File: config.mk
export PLATFORM = sky130hd
export DESIGN_NAME = mem_port_arbiter
export DESIGN_NICKNAME = d
export VERILOG_FILES = /design/src/rtl/mem_port_arbiter.sv
export SDC_FILE = /design/constraint.sdc
export NUM_CORES = 1
export LEC_CHECK = 0
export ABC_AREA = 1
export BUFFER_PORTS_ARGS = -buffer_cell sky130_fd_sc_hd__buf_2
export CAP_MARGIN = 20
export CELL_PAD_IN_SITES_DETAIL_PLACEMENT = 1
export CELL_PAD_IN_SITES_GLOBAL_PLACEMENT = 1
export CORE_ASPECT_RATIO = 2
export CORE_MARGIN = 4
export CORE_UTILIZATION = 34
export CTS_BUF_LIST = sky130_fd_sc_hd__clkbuf_8 sky130_fd_sc_hd__clkbuf_16
export CTS_CLUSTER_SIZE = 10
export DETAILED_ROUTE_END_ITERATION = 10
export PLACE_DENSITY = 0.89
export REMOVE_ABC_BUFFERS = 1
export SYNTH_ARGS = -nofsm -noshare
export SYNTH_HDL_FRONTEND = slang
export SYNTH_SLANG_ARGS = --single-unit
File: constraint.sdc
create_clock -name clk -period 5.34 [get_ports clk]
set_input_delay 0.267 -clock clk [delete_from_list [all_inputs] [get_ports clk]]
set_output_delay 0.267 -clock clk [all_outputs]
set_load 0.05 [all_outputs]
File: src/rtl/mem_port_arbiter.sv
// Arbitrates one single-port memory between instruction fetch (i_*) and load/store (d_*).
// Define ARB_STARVE_GUARD_EN to let a waiting fetch through after STARVE_LIMIT back-to-back data grants.
module mem_port_arbiter #(
  parameter int TIMEOUT      = 16,
  parameter int STARVE_LIMIT = 4
) (
  input  logic        clk,
  input  logic        clr,
  input  logic        i_req,
  input  logic [31:0] i_addr,
  output logic [31:0] i_rdata,
  output logic        i_ready,
  output logic        i_busy,
  input  logic        d_req,
  input  logic        d_we,
  input  logic [31:0] d_addr,
  input  logic [31:0] d_wdata,
  output logic [31:0] d_rdata,
  output logic        d_ready,
  output logic        d_busy,
  output logic        mem_req,
  output logic        mem_we,
  output logic [31:0] mem_addr,
  output logic [31:0] mem_wdata,
  input  logic [31:0] mem_rdata,
  input  logic        mem_ack,
  output logic        err
);

  typedef enum logic [2:0] {IDLE, I_BUSY, D_BUSY, I_DONE, D_DONE} state_t;

  localparam logic [7:0] TMO_LAST = 8'(TIMEOUT - 1);

  state_t     state;
  logic [7:0] tmo_cnt;
  logic       grant_d;

  // Busy is gated by clr so every output reads 0 while reset is held.
  assign i_busy = i_req & ~i_ready & ~clr;
  assign d_busy = d_req & ~d_ready & ~clr;

`ifdef ARB_STARVE_GUARD_EN
  localparam int SW = ($clog2(STARVE_LIMIT + 1) > 3) ? $clog2(STARVE_LIMIT + 1) : 3;
  localparam logic [SW-1:0] STARVE_MAX = SW'(STARVE_LIMIT);

  logic [SW-1:0] starve_cnt;

  assign grant_d = d_req & ~(i_req & (starve_cnt == STARVE_MAX));

  always_ff @(posedge clk or posedge clr) begin
    if (clr) begin
      starve_cnt <= '0;
    end else if (state == IDLE) begin
      if (grant_d) begin
        if (!i_req)
          starve_cnt <= '0;
        else if (starve_cnt != STARVE_MAX)
          starve_cnt <= starve_cnt + 1'b1;
      end else if (i_req) begin
        starve_cnt <= '0;
      end
    end
  end
`else
  logic unused_starve_limit;
  assign unused_starve_limit = (STARVE_LIMIT == 0);
  assign grant_d = d_req;
`endif

  always_ff @(posedge clk or posedge clr) begin
    if (clr) begin
      state     <= IDLE;
      tmo_cnt   <= '0;
      i_rdata   <= '0;
      i_ready   <= 1'b0;
      d_rdata   <= '0;
      d_ready   <= 1'b0;
      mem_req   <= 1'b0;
      mem_we    <= 1'b0;
      mem_addr  <= '0;
      mem_wdata <= '0;
      err       <= 1'b0;
    end else begin
      i_ready <= 1'b0;
      d_ready <= 1'b0;
      err     <= 1'b0;
      case (state)
        IDLE: begin
          tmo_cnt <= '0;
          if (grant_d) begin
            state     <= D_BUSY;
            mem_req   <= 1'b1;
            mem_we    <= d_we;
            mem_addr  <= d_addr;
            mem_wdata <= d_wdata;
          end else if (i_req) begin
            state     <= I_BUSY;
            mem_req   <= 1'b1;
            mem_we    <= 1'b0;
            mem_addr  <= i_addr;
            mem_wdata <= '0;
          end
        end
        I_BUSY, D_BUSY: begin
          if (mem_ack) begin
            mem_req <= 1'b0;
            mem_we  <= 1'b0;
            if (state == I_BUSY) begin
              i_rdata <= mem_rdata;
              i_ready <= 1'b1;
              state   <= I_DONE;
            end else begin
              if (!mem_we)
                d_rdata <= mem_rdata;
              d_ready <= 1'b1;
              state   <= D_DONE;
            end
          end else if (tmo_cnt == TMO_LAST) begin
            // Abort: complete the port with zero data and flag the error alongside ready.
            mem_req <= 1'b0;
            mem_we  <= 1'b0;
            err     <= 1'b1;
            if (state == I_BUSY) begin
              i_rdata <= '0;
              i_ready <= 1'b1;
              state   <= I_DONE;
            end else begin
              d_rdata <= '0;
              d_ready <= 1'b1;
              state   <= D_DONE;
            end
          end else if (tmo_cnt != 8'hFF) begin
            tmo_cnt <= tmo_cnt + 8'd1;
          end
        end
        I_DONE, D_DONE: state <= IDLE;
        default:        state <= IDLE;
      endcase
    end
  end

endmodule

# Word level (Yosys, flattened, before mapping)
# Cells that the tools add are included.
[classes]
n_addsub = 1
n_reduce_logical = 11
n_bitwise = 8
n_eq_ne = 10
muxes = 42
[ops]
columns = ["cell", "n"]
rows = [
  ["2-to-1 mux 32 bit", 13],
  ["2-to-1 mux 8 bit", 3],
  ["2-to-1 mux 1 bit", 17],
  ["case mux 8 bit (2 select lines)", 1],
  ["2-to-1 mux 3 bit", 5],
  ["adder 8 x 1 -> 8 bit, second input constant", 1],
  ["== test 8 x 4 -> 1 bit, second input constant", 1],
  ["inequality test 2 bit, second input constant", 4],
  ["inequality test 8 bit, second input constant", 1],
  ["AND reduction 4 bit", 2],
  ["inequality test 3 bit, second input constant", 2],
  ["case mux 3 bit (2 select lines)", 1],
  ["AND reduction 3 bit", 2],
  ["nonzero test 2 bit", 3],
  ["bitwise AND 1 bit", 4],
  ["NOT 1 bit", 4],
  ["case mux 1 bit (2 select lines)", 2],
  ["AND reduction 2 bit", 2],
  ["== test 3 x 1 -> 1 bit, second input constant", 1],
  ["== test 3 x 2 -> 1 bit, second input constant", 1],
  ["logical NOT 3 bit", 1],
  ["OR reduction 2 bit", 1],
]
[totals]
wordCells = 83
ff_bits = 144
output_inout_bits = 135

# Logic depth before layout (Yosys ltp)
# Gate-level depths: netlist (run 1).
[depth]
ltp_word = 5
mapped_depth = 10

# Worst setup path before layout (run 1)
# Ideal clock, no wire load.
[synth_timing]
kind = "reg-to-output"
from = "reg d_ready"
to = "out d_busy"
stages_incl_launch_ff = 2
slack_ns = 3.369
t_arrival_ns = 1.704
n_path_buf = 0
cell_sequence = "dfrtp_1 > nor3_1"
[synth_via]
elab_chain_len = 3
[synth_lines]
columns = ["item", "line_no", "rtl"]
rows = [
  ["from (decl)", "19", "output logic d_ready,"],
  ["from (signal assigned)", "77", "d_ready <= 1'b0;"],
  ["from (signal assigned)", "85", "d_ready <= 1'b0;"],
  ["from (signal assigned)", "115", "d_ready <= 1'b1;"],
  ["NOT 1 bit", "40", "assign d_busy = d_req & ~d_ready & ~clr;"],
  ["bitwise AND 1 bit (2 in a row)", "40", ""],
  ["to (decl)", "20", "output logic d_busy,"],
]
# Every way passes these cells.

# Worst setup path in the final report (run 1)
[layout_timing]
from = "in d_req"
to = "reg mem_addr[3]"
[layout_via]
elab_chain_len = 2
[layout_lines]
columns = ["item", "line_no", "rtl"]
rows = [
  ["from (decl)", "14", "input logic d_req,"],
  ["nonzero test 2 bit (no source line)", "--", ""],
  ["AND reduction 2 bit (no source line)", "--", ""],
  ["to (signal assigned)", "94", "mem_addr <= d_addr;"],
  ["to (signal assigned)", "100", "mem_addr <= i_addr;"],
  ["to (decl)", "23", "output logic [31:0] mem_addr,"],
]
# Several ways; a longest one is shown, not always the timed one.
# A chain may end at the register's enable or synchronous reset.

==> results of run 1 <==
[per-layer routing]
| layer | track usage | vias up | wire length [um] |
|---|---|---|---|
| li1 | - | 2884 | - |
| met1 | 0.213 | 2869 | 7520 |
| met2 | 0.379 | 235 | 11600 |
| met3 | 0.0498 | 54 | 1330 |
| met4 | 0.109 | 0 | 901 |
| met5 | 0 | - | 0 |
[worst register-to-register path: cells and delay by family, from the launching register on]
family,cells,cell delay [ns]
buffers and inverters,3,1.14
DFF,1,0.41
and+or+nand+nor,2,0.35
AOI/OAI and AO/OA,2,0.21
[registers in the layout, indices dropped and copies added (netlist names)]
name	count
i_rdata	32
d_rdata	32
i_ready	1
mem_we	1
mem_req	1
state	3
err	1
d_ready	1
tmo_cnt	8
mem_addr	32
mem_wdata	32
[cell usage after synthesis, drive strengths merged]
| master | number |
|---|---|
| a21oi | 6 |
| nand2 | 302 |
| buf | 18 |
| xor2 | 2 |
| dfrtp | 144 |
| o21ai | 102 |
| nor2 | 18 |
| xnor2 | 1 |
| nand3 | 50 |
| nor3 | 3 |
| ha | 1 |
| inv | 56 |
| or2 | 32 |
| nand4 | 2 |
| clkbuf | 22 |
[where the power goes]
part           switching, mW  internal, mW  leakage [nW]
Clock                  0.481         0.793         0.300
Sequential             0.270          1.56          1.84
Combinational           2.54         0.639          2.70
Total                   3.29          2.99          4.83
[area by class of cell]
class | instances | area share
Antenna cell | 1 | 0.000298
Clock buffer | 18 | 0.0523
Timing Repair Buffer | 272 | 0.163
Clock inverter | 14 | 0.0227
Multi-Input combinational cell | 519 | 0.274
Sequential cell | 144 | 0.429
Inverter | 56 | 0.0256
Tap cell | 216 | 0.0322
[placed cells by master, fill, tap and decap left out]
cell and count:
sky130_fd_sc_hd__a21oi_1 6, sky130_fd_sc_hd__buf_2 268, sky130_fd_sc_hd__buf_4 4, sky130_fd_sc_hd__bufinv_16 4, sky130_fd_sc_hd__clkbuf_16 17, sky130_fd_sc_hd__clkbuf_8 1
sky130_fd_sc_hd__clkinv_2 2, sky130_fd_sc_hd__clkinv_4 2, sky130_fd_sc_hd__clkinvlp_4 4, sky130_fd_sc_hd__dfrtp_1 144, sky130_fd_sc_hd__diode_2 1, sky130_fd_sc_hd__ha_1 1
sky130_fd_sc_hd__inv_1 50, sky130_fd_sc_hd__inv_2 6, sky130_fd_sc_hd__inv_6 2, sky130_fd_sc_hd__nand2_1 297, sky130_fd_sc_hd__nand2_2 5, sky130_fd_sc_hd__nand3_1 49
sky130_fd_sc_hd__nand3_2 1, sky130_fd_sc_hd__nand4_1 2, sky130_fd_sc_hd__nor2_1 13, sky130_fd_sc_hd__nor2_2 3, sky130_fd_sc_hd__nor2_4 2, sky130_fd_sc_hd__nor3_1 3
sky130_fd_sc_hd__o21ai_0 34, sky130_fd_sc_hd__o21ai_1 68, sky130_fd_sc_hd__or2_2 32, sky130_fd_sc_hd__xnor2_1 1, sky130_fd_sc_hd__xor2_1 2
[kinds of logic after synthesis]
group	after synthesis	synth area share
compound gates	108	0.0851
fa+ha+maj	1	0.00197
flops	144	0.567
buf+inv	96	0.0709
xor+xnor	3	0.00414
simple gates	407	0.270
[stage by stage]
step	hold WS, ns	worst slack [ns]	area (um^2)	util	std cells
2_1_floorplan	0.340	1.21	6110	-	719
3_3_place_gp	0.449	2.76	7760	0.424	1207
3_5_place_dp	0.457	2.63	7760	0.424	1207
4_1_cts	0.0661	3.08	8390	0.458	1239
5_1_grt	0.0732	2.81	8390	0.458	1240
6_report	0.0167	3.06	8390	0.458	1240
[path summary, 6_finish.rpt]
kind | start | to | slack (ns) | cells after the start
worst max-delay path | d_req | mem_addr[3] | 3.06 | 7
worst min-delay path | clr | state[1] | 0.02 | 2
worst max register to register | state[1] | mem_addr[3] | 3.13 | 7
worst min register to register | d_rdata[21] | d_rdata[21] | 0.47 | 2
max in group asynchronous | clr | mem_addr[8] | 4.06 | 3
min in group clk | d_wdata[31] | mem_wdata[31] | 0.08 | 3
==> metrics.txt, run 1 <==
outcome finished, final reports clean; count of hold buffers inserted by post-cts repair 0; number of setup violations in the final report 0; Final Routed Wirelength 21400 um; Cell variety after synth 24; Max IR drop VDD 0.313 mV; post-synthesis sequential area ratio 0.567; max cap viols 0; GRT Overall Usage 0.206; Min Clock Period, post-route 2.28 ns; kind of critical path primary input to flop; final hold violations 0; post-synthesis cell count 759; largest area contributor in the synthesized netlist sky130_fd_sc_hd__dfrtp_1; initial core utilization 0.347; Port Buffers 268; Core Area 18300 um^2; clock latency at the later pin of the worst-skew pair 0.43 ns; data arrival time of the worst path 2.62 ns; floorplan die height 201 um; clock root cell sky130_fd_sc_hd__clkbuf_16; number of fill cells in the layout 2308; clock net sink count 144; cts repair resizes 0; share of the synthesized area in the top cell type 0.567; power per cell area 749 nW/um^2; count of antenna-violating nets left after detailed routing 0; Netlist Area Pre-Place 6350 um^2; # Post-CTS Setup Buffers 0; skew final 0.0110 ns; CP required 5.67 ns; Top-Level Pins 269; largest net degree at the start of global routing 95; final-layout setup total negative slack 0 ns; routed vias 6042; half-perimeter wire length of the detailed placement result 15700 um; Site Rows 70; biggest area contributors in the synthesized netlist sky130_fd_sc_hd__dfrtp_1, sky130_fd_sc_hd__nand2_1, sky130_fd_sc_hd__o21ai_1; via count of the first global-routing pass 6616; number of buffers between clock root and the deepest sink 2; drt wl/cell 17.3 um; initial antenna violation count 1; overall die width 105 um; remaining global-route overflow 0; critical path fanouts, max 64; post-route clock period utilization 0.428; clk slew on worst S/H paths 0.07 ns; Leakage Power 4.83 nW; Mean Syn Cell Area 8.37 um^2; drt drc 0; highest attainable clock frequency 438 MHz; Worst Hold Class primary input to async pin; routability-driven placement congestion ratio 0.878; Slew @ Worst Pin 0.961 ns; cell type group with the largest total delay on the critical path buffers and inverters; overall die area 21100 um^2; TritonCTS clock tree built; maximum cell stage delay along the critical path 0.68 ns; CTS HTree Levels 4; initial DRC count 176; area of the multi-input gates 2300 um^2; Synth Register Bits 144; net count of the finished layout 1145; storage element area 3600 um^2; category of the worst setup path launch point primary input; slowest cell on the critical path sky130_fd_sc_hd__inv_1; unrepaired setup endpoints after global routing no; via density per instance 4.87; number of iterations in the first detailed-routing pass 4; Synth Warn # 0; worst path cell trace buf_2, inv_1, a21oi_1, inv_2, buf_4, nand2_1, o21ai_1; synthesis-to-finish area growth 32.1%; power after layout 6.28 mW; number of buffers added by the clock tree synthesis step 17; number of buffer and inverter stages on the critical path 4; remaining max-slew budget at the tightest pin 0.359; Max Transition Viols Final 0; layout cell share with drive strength beyond 1 0.345; endpoint type of the worst setup path flop; wire length of the first global-routing pass 34600 um
Power figures use the tool's default switching activity.
==> run 2: changes to the inputs <==
Settings changed: ABC_AREA 1 to 0, CORE_UTILIZATION 34 to 32, PLACE_DENSITY 0.89 to 0.85.
Clock period 5.34 ns to 1.9 ns, I/O delays scaled along.
==> metrics.txt, run 2 <==
fraction of power consumed by combinational cells 0.517 (was 0.506); final hold violations 1 (was 0); layout cell share with drive strength beyond 1 0.406 (was 0.345); half-perimeter wire length of the detailed placement result 14200 um (was 15700 um); share of the synthesized area in the top cell type 0.603 (was 0.567); via density per instance 5.09 (was 4.87); number of iterations in the first detailed-routing pass 4 (unchanged); most common cell after layout, fill and taps aside sky130_fd_sc_hd__buf_2 (was sky130_fd_sc_hd__nand2_1); area of the multi-input gates 2280 um^2 (was 2300 um^2); final critical-path setup slack -0.0183 ns (was 3.06 ns); overall die width 105 um (about the same); largest net degree at the start of global routing 87 (was 95); commonest register cell after synthesis sky130_fd_sc_hd__dfrtp_1 (unchanged); Top-Level Pins 269 (unchanged); clk slew on worst S/H paths 0.06 ns (was 0.07 ns); initial core utilization 0.326 (was 0.347); number of enable-type register cells in the synthesized netlist 0 (unchanged); routed vias 5575 (was 6042); Synth Register Bits 144 (unchanged); max cap viols 0 (unchanged); skew final 0.0102 ns (was 0.0110 ns); Power Internal 8.89 mW (was 2.99 mW); clock net sink count 144 (unchanged); overall die area 21100 um^2 (about the same); Mean Syn Cell Area 12.1 um^2 (was 8.37 um^2); leading cell type by number of instances after synthesis sky130_fd_sc_hd__dfrtp_1 (was sky130_fd_sc_hd__nand2_1); Leakage Power 4.94 nW (was 4.83 nW); storage element area 3600 um^2 (unchanged); Synth Warn # 0 (unchanged); initial DRC count 179 (was 176); highest attainable clock frequency 521 MHz; data arrival time of the worst path 2.21 ns (was 2.62 ns); power after layout 17.8 mW (was 6.28 mW); unrepaired setup endpoints after global routing yes (was no); remaining global-route overflow 0 (unchanged); wire length of the first global-routing pass 35200 um (was 34600 um); Max Transition Viols Final 0 (unchanged); outcome complete, but fails checks (was finished, final reports clean); share of flip-flops with an asynchronous set or reset after synthesis 1.00 (unchanged); Port Buffers 268 (unchanged); Slew @ Worst Pin 0.562 ns (was 0.961 ns); post-synthesis cell count 493 (was 759); synthesis-to-finish area growth 57.0% (was 32.1%); final-layout setup total negative slack -0.0667 ns (was 0 ns); via count of the first global-routing pass 6455 (was 6616); number of setup violations in the final report 8 (was 0); GRT Overall Usage 0.213 (was 0.206); CP required 2.19 ns (was 5.67 ns); final standard cell area without fillers 9380 um^2 (was 8390 um^2); switching fraction of total power 0.500 (was 0.524); power per cell area 1900 nW/um^2 (was 749 nW/um^2); drt wl/cell 20.6 um (was 17.3 um); CTS HTree Levels 4 (unchanged); instance area after placement 7690 um^2 (was 7760 um^2); violations in the final reports hold timing, setup timing; drt drc 0 (unchanged); ant diodes 0 (was 1); remaining max-slew budget at the tightest pin 0.624 (was 0.359); Inst Count DP 965 (was 1207); Netlist Area Pre-Place 5970 um^2 (was 6350 um^2); number of buffers added by the clock tree synthesis step 17 (unchanged); TritonCTS clock tree built (unchanged); initial antenna violation count 0 (was 1); endpoint type of the worst setup path flop (unchanged); number of buffers between clock root and the deepest sink 2 (unchanged); part of the total power dissipated in the clock network 0.191 (was 0.203); clock latency at the later pin of the worst-skew pair 0.42 ns (was 0.43 ns); largest area contributor in the synthesized netlist sky130_fd_sc_hd__dfrtp_1 (unchanged); biggest area contributors in the synthesized netlist sky130_fd_sc_hd__dfrtp_1, sky130_fd_sc_hd__mux2i_1, sky130_fd_sc_hd__a22o_1 (was sky130_fd_sc_hd__dfrtp_1, sky130_fd_sc_hd__nand2_1, sky130_fd_sc_hd__o21ai_1); Seq pwr share 0.293 (was 0.291); sw power 8.90 mW (was 3.29 mW); commonest cells in the synthesized netlist sky130_fd_sc_hd__dfrtp_1, sky130_fd_sc_hd__nand2_1, sky130_fd_sc_hd__a22o_1 (was sky130_fd_sc_hd__nand2_1, sky130_fd_sc_hd__dfrtp_1, sky130_fd_sc_hd__o21ai_1); critical path fanouts, max 27 (was 64); post-route clock period utilization 1.01; Max IR drop VDD 0.867 mV (was 0.313 mV); Min Clock Period, post-route 1.92 ns; Core Area 18300 um^2 (unchanged); worst hold-check slack -0.00713 ns (was 0.0167 ns); kind of critical path flop to flop (was primary input to flop); most frequent cells in the layout sky130_fd_sc_hd__buf_2, sky130_fd_sc_hd__dfrtp_1, sky130_fd_sc_hd__dlygate4sd3_1, sky130_fd_sc_hd__nand2_1, sky130_fd_sc_hd__a22o_1 (was sky130_fd_sc_hd__nand2_1, sky130_fd_sc_hd__buf_2, sky130_fd_sc_hd__dfrtp_1, sky130_fd_sc_hd__o21ai_1, sky130_fd_sc_hd__inv_1); post-route non-filler standard cell count 1095 (was 1240); clock root cell sky130_fd_sc_hd__clkbuf_16 (unchanged); post-synthesis sequential area ratio 0.603 (was 0.567); floorplan die height 201 um (about the same); category of the worst setup path launch point flop (was primary input); Worst Hold Class primary input to flop (was primary input to async pin); count of antenna-violating nets left after detailed routing 0 (unchanged); routability-driven placement congestion ratio 0.812 (was 0.878); Final Routed Wirelength 22500 um (was 21400 um); Cell variety after synth 38 (was 24); Site Rows 70 (unchanged); net count of the finished layout 1001 (was 1145); number of fill cells in the layout 1974 (was 2308)
-- run 2: layout make-up --
type                       instances  area share
inverter                          19     0.00814
clock inverter                    14      0.0165
sequential                       144       0.384
tap                              216      0.0288
clock buffer                      18      0.0468
timing repair buffer             387       0.272
multi-input combinational        297       0.244
-- run 2: power groups by stage --
| stage | Combinational, mW | Sequential, mW | Clock [mW] |
|---|---|---|---|
| after CTS | 8.97 | 5.14 | 3.46 |
| final | 9.19 | 5.21 | 3.39 |
| after global placement | 8.54 | 5.13 | 0 |
| after detailed placement | 8.77 | 5.17 | 0 |
| after global routing | 9.66 | 5.38 | 3.60 |
| after floorplan | 1.98 | 9.30 | 0 |
-- run 2: stage by stage --
step / util / hold WS, ns / setup WS [ns]
5_1_grt: 0.512 / 0.0180 / -0.0635
4_1_cts: 0.505 / 0.000513 / 0.0118
3_5_place_dp: 0.420 / 0.228 / -0.136
3_3_place_gp: 0.420 / 0.213 / -0.0645
6_report: 0.512 / -0.00713 / -0.0183
2_1_floorplan: - / 0.229 / -2.06
-- run 2: what timing repair did --
item	in CTS	in global routing
pin swaps	2	3
gates resized for setup	3	22
endpoints found under the hold margin	230	1
setup endpoints to repair	60	25
gates cloned	2	1
setup buffers	0	1
hold buffers	93	1
-- run 2: critical path: stages, from the launching register on --
cell,delay [ns]
sky130_fd_sc_hd__dfrtp_1,0.39
sky130_fd_sc_hd__or4_4,0.59
sky130_fd_sc_hd__nor3_4,0.22
sky130_fd_sc_hd__o21ai_4,0.07
sky130_fd_sc_hd__buf_12,0.19
sky130_fd_sc_hd__mux2_1,0.33
-- run 2: kinds of logic (layout without fill, tap and decap cells) --
family | count (synthesis) | count (layout) | share of synthesized area
simple gates | 109 | 112 | 0.0907
mux | 66 | 66 | 0.115
fa+ha+maj | 1 | 1 | 0.00209
compound gates | 116 | 116 | 0.146
xor+xnor | 2 | 2 | 0.00293
flops | 144 | 144 | 0.603
buf+inv | 55 | 438 | 0.0404
-- run 2: metal layers --
metal	routed length [um]	track usage
met1	8050	0.223
met2	12500	0.399
met3	1260	0.0478
met4	673	0.0943
met5	0	0
-- run 2: path summary, 6_finish.rpt --
kind,from,end,slack (ns),cells after the start
max,tmo_cnt[6],d_rdata[3],-0.02,5
min,i_addr[15],mem_addr[15],-0.007,3
max reg2reg,tmo_cnt[6],d_rdata[3],-0.02,5
min reg2reg,mem_addr[11],mem_addr[11],0.48,2
max in group asynchronous,clr,mem_wdata[22],1.09,4
min in group asynchronous,clr,i_ready,0.38,4
